==> src/rtl/serial_subtractor.sv <==
// Bit-serial two's-complement subtractor: diff = a - b, one bit per clock, LSB first.
// Optional signed-overflow output ovf is built only when SERIAL_SUB_OVF_EN is defined.
module serial_subtractor #(
  parameter int WIDTH = 8
) (
  input  logic             clk,
  input  logic             rst,
  input  logic             start,
  input  logic [WIDTH-1:0] a,
  input  logic [WIDTH-1:0] b,
  output logic             busy,
  output logic             done,
  output logic [WIDTH-1:0] diff,
  output logic             borrow_out
`ifdef SERIAL_SUB_OVF_EN
  ,
  output logic             ovf
`endif
);

  localparam int CW = $clog2(WIDTH);
  localparam logic [CW-1:0] LAST = CW'(WIDTH - 1);

  typedef enum logic [1:0] {
    IDLE  = 2'd0,
    SHIFT = 2'd1,
    DONE  = 2'd2
  } state_t;

  state_t            state;
  logic [WIDTH-1:0]  ra;
  logic [WIDTH-1:0]  rb;
  logic [WIDTH-1:0]  res;
  logic              bin;
  logic [CW-1:0]     cnt;
  logic              d;
  logic              bout;
  logic [WIDTH-1:0]  res_next;
`ifdef SERIAL_SUB_OVF_EN
  logic              sa;
  logic              sb;
`endif

  // One full-subtractor cell working on the current LSB of the operand shift registers.
  always_comb begin
    d        = ra[0] ^ rb[0] ^ bin;
    bout     = (~ra[0] & rb[0]) | (~(ra[0] ^ rb[0]) & bin);
    res_next = {d, res[WIDTH-1:1]};
  end

  always_ff @(posedge clk or posedge rst) begin
    if (rst) begin
      state      <= IDLE;
      busy       <= 1'b0;
      done       <= 1'b0;
      ra         <= '0;
      rb         <= '0;
      res        <= '0;
      bin        <= 1'b0;
      cnt        <= '0;
      diff       <= '0;
      borrow_out <= 1'b0;
`ifdef SERIAL_SUB_OVF_EN
      ovf        <= 1'b0;
      sa         <= 1'b0;
      sb         <= 1'b0;
`endif
    end else begin
      unique case (state)
        IDLE, DONE: begin
          done <= 1'b0;
          if (start) begin
            state <= SHIFT;
            busy  <= 1'b1;
            ra    <= a;
            rb    <= b;
            bin   <= 1'b0;
            cnt   <= '0;
`ifdef SERIAL_SUB_OVF_EN
            sa    <= a[WIDTH-1];
            sb    <= b[WIDTH-1];
`endif
          end else begin
            state <= IDLE;
          end
        end
        SHIFT: begin
          res <= res_next;
          ra  <= ra >> 1;
          rb  <= rb >> 1;
          bin <= bout;
          cnt <= cnt + CW'(1);
          // Results are captured from the last bit's cell outputs so they appear with done.
          if (cnt == LAST) begin
            state      <= DONE;
            busy       <= 1'b0;
            done       <= 1'b1;
            diff       <= res_next;
            borrow_out <= bout;
`ifdef SERIAL_SUB_OVF_EN
            ovf        <= (sa != sb) && (d != sa);
`endif
          end
        end
        default: begin
          state <= IDLE;
          busy  <= 1'b0;
          done  <= 1'b0;
        end
      endcase
    end
  end

endmodule

==> config.mk <==
export PLATFORM = sky130hd
export DESIGN_NAME = serial_subtractor
export DESIGN_NICKNAME = d
export VERILOG_FILES = /design/src/rtl/serial_subtractor.sv
export SDC_FILE = /design/constraint.sdc
export NUM_CORES = 1
export LEC_CHECK = 0
export CORE_MARGIN = 1
export CORE_UTILIZATION = 56
export DETAILED_ROUTE_END_ITERATION = 8
export HOLD_SLACK_MARGIN = 0.03
export PLACE_DENSITY = 0.85
export SYNTH_ARGS = -nofsm -noshare
export SYNTH_HDL_FRONTEND = slang
export SYNTH_SLANG_ARGS = --single-unit
==> constraint.sdc <==
create_clock -name clk -period 3.89 [get_ports clk]
set_input_delay 0.778 -clock clk [delete_from_list [all_inputs] [get_ports clk]]
set_output_delay 0.778 -clock clk [all_outputs]
set_load 0.005 [all_outputs]
==> implementation parameters <==
Parameter                              Value

Logic synthesis
  Share of flip-flops with an asynchronous set or reset after synthesis    100.0%
  Post-synthesis cell type count    27
  Post-synthesis sequential area ratio    54.89%
  Post-synth top area cell    sky130_fd_sc_hd__dfrtp_1
  Top-area cell type share of the netlist area    54.89%
  Most common library cells after synthesis    sky130_fd_sc_hd__dfrtp_1, sky130_fd_sc_hd__nand2_1, sky130_fd_sc_hd__nor2_1
  Net count after synthesis    182
  Ys Warns    0
  Count leader, synth    sky130_fd_sc_hd__dfrtp_1
  Count of flip-flops with a built-in enable after synthesis    0
  Synth Flop Type    sky130_fd_sc_hd__dfrtp_1
  Post-synthesis cell count    160
  Cells taking the most area after synthesis    sky130_fd_sc_hd__dfrtp_1, sky130_fd_sc_hd__mux2_4, sky130_fd_sc_hd__nand2_1, sky130_fd_sc_hd__mux2i_1, sky130_fd_sc_hd__nor2b_1
  Count of state elements after synthesis    39
  Post-Syn Area    ~1800 um2
  Synthesized area per cell    11.11 um2

Clock network
  TritonCTS clock tree    yes
  Post-CTS setup buffer count    0
  CTS sink count    39
  Maximum number of buffers from clock root to sink    2
  Total CTS buffers    5
  Worst-skew pair later-pin latency    0.36 ns
  # resized after CTS    0
  Total of hold buffers inserted after clock tree synthesis    0
  Clock Root Buffer    sky130_fd_sc_hd__clkbuf_4
  H-tree levels    2
  Clk slew on worst S/H paths    0.12 ns

Timing
  Setup WS post-layout    1.401 ns
  Fin Setup TNS    0 ns
  Achievable clock frequency    401.8 MHz
  Period utilization    a little under two thirds
  Transition at the pin with the smallest max-transition slack    1.190 ns
  Setup violations, final    0
  Count of pins over their slew limit    0
  Final hold violation count    0
  Skew final    ~0.016 ns
  Setup repair after global routing missed its margin    no
  Final Critical Period    2.489 ns
  Max-slew headroom    20.47%

Cells and area
  Final core occ    70.45%
  Post-route standard cell area excluding fillers    around 2100 um2
  Fin nets    208
  Fraction of final layout cells sized beyond drive strength 1    10.16%
  Area overhead of the layout relative to synthesis    19.99%
  Number of antenna cells inserted    0

Route
  Number of design rule violations left after detail routing    0
  Post-DR vias/cell    5.450
  Number of DRC violations after detailed-routing iteration 0    34
  Routed wire length    between 3000 and 4000 um
  Number of detailed-route iterations in the first pass    4
  Routed wire length per instance    14.20 um
  Remaining number of nets flagged by the antenna check after routing    0
  Total via count in the routed design    1259

Setup path
  Setup CP Type    reg -> out
  Cell family with most CP delay    flip-flops
  Crit-path max cell delay    0.74 ns
  Worst Path Arrival    1.71 ns
  Required @ worst endpoint    3.11 ns
  Startpoint Class    register
  Source of the worst register-to-register timing path    state[0]$_DFFE_PP0P_
  Crit Reg-Reg Endpoint    ra[7]$_DFFE_PP0P_
  Type of destination of the critical path    primary output
  CP Max Fanout    14
  Slowest cell on the critical path    sky130_fd_sc_hd__dfrtp_1
  Cell chain of the critical path    clkdlybuf4s50_1
  Count of cell instances traversed by the critical path    1
  Number of buffer and inverter stages on the critical path    1
  R2R depth    3
  R2r setup slk    1.65 ns

Floorplanning
  Initial core utilization    58.72%
  Number of top-level pins    30
  Die boundary width    58.35 um
  Vertical die dimension    58.35 um
  Area of the core    ~3000 um2
  Cell row count    20
  Total die area    3404 um2

Place
  Setup Slack @ Placement    1.104 ns
  Instance area at placement    roughly 2100 um2
  PortBufs    29
  Global placer's final weighted congestion    0.7319
  Final HPWL from detailed placement    2319 um

Run
  Number of maximum-capacitance violations    0

Global routing
  Wire length of the first global-routing pass    around 5600 um
  Largest net degree at the start of global routing    40
  All-Layer GR Usage    22.40%
  Total grt overflow    0
  Number of antenna violations at the first check in global routing    0
  Vias in the first global route    1249

Power and ir drop
  Pwr/cell area    ~800 nW/um2
  Leakage component of the power    around 0.96 nW
  Maximum VDD drop    0.4228 mV

Outcome
  Status    finished clean

Min path
  Worst min path class    reg -> reg
  WHS Path Cells    2
  Endpoint of the worst hold path    res[1]$_DFFE_PP0P_
  Worst Min Path Start    res[1]$_DFFE_PP0P_
==> worst max path at each step <==
stage | start | end
after floorplan | rst | bin$_DFFE_PP0P_
after global placement | start | rb[7]$_DFFE_PP0P_
after detailed placement | start | ra[7]$_DFFE_PP0P_
after CTS | state[1]$_DFFE_PP0P_ | done
after global routing | state[1]$_DFFE_PP0P_ | done
final | state[1]$_DFFE_PP0P_ | done
==> layout make-up <==
cell class | count | area (um2)
clock buffer | 5 | 37.54
timing repair buffer | 30 | 297.8
inverter | 4 | 15.01
fill | 236 | 894.6
clock inverter | 3 | 43.79
tap | 44 | 55.05
sequential | 39 | 975.9
multi-input combinational | 106 | 708.2
==> metrics by stage <==
| step | power, mW | hold WS, ns | instances |
|---|---|---|---|
| final | 1.673 | 0.5002 | 231 |
| after global routing | 1.796 | 0.5396 | 231 |
| after CTS | 1.686 | 0.5131 | 231 |
| after detailed placement | 1.413 | 0.4858 | 223 |
| after global placement | 1.359 | 0.4620 | 223 |
| after floorplan | 1.206 | 0.4459 | 160 |
==> layer usage <==
layer  global-route usage [%]  vias to the layer above  share of wire [%]
li1                         -                      595                  -
met1                    27.10                      618                 43
met2                    37.60                       36                 51
met3                    7.033                       10                3.9
met4                    8.844                        0                2.4
met5                        0                        -                  0
==> report_power, final <==
group,internal (mW),switching (mW),total [mW],leakage (nW)
Clock,0.135,0.141,0.276,0.0452
Combinational,0.357,0.281,0.638,0.442
Sequential,0.598,0.160,0.758,0.469
==> kinds of logic after synthesis <==
| group | synth area share, % |
|---|---|
| XOR/XNOR | 0.4927 |
| multiplexers | 11.12 |
| buffers and inverters | 5.277 |
| AO/OA/AOI/OAI | 10.70 |
| flip-flops | 54.89 |
| adder cells (fa/ha/maj) | 2.533 |
| AND/OR/NAND/NOR | 14.99 |
==> placed cells by master, fill, tap and decap left out, types with 9 or more instances in the layout <==
cell type / instances
sky130_fd_sc_hd__nand2_1: 26
sky130_fd_sc_hd__nor2b_1: 9
sky130_fd_sc_hd__dfrtp_1: 39
sky130_fd_sc_hd__clkdlybuf4s50_1: 29
sky130_fd_sc_hd__nor2_1: 10
==> state kept, by name, indices dropped and copies added (netlist names) <==
signal      flops
borrow_out      1
cnt             3
rb              8
diff            8
ra              8
state           2
res             7
busy            1
bin             1
Power figures use the tool's default switching activity.
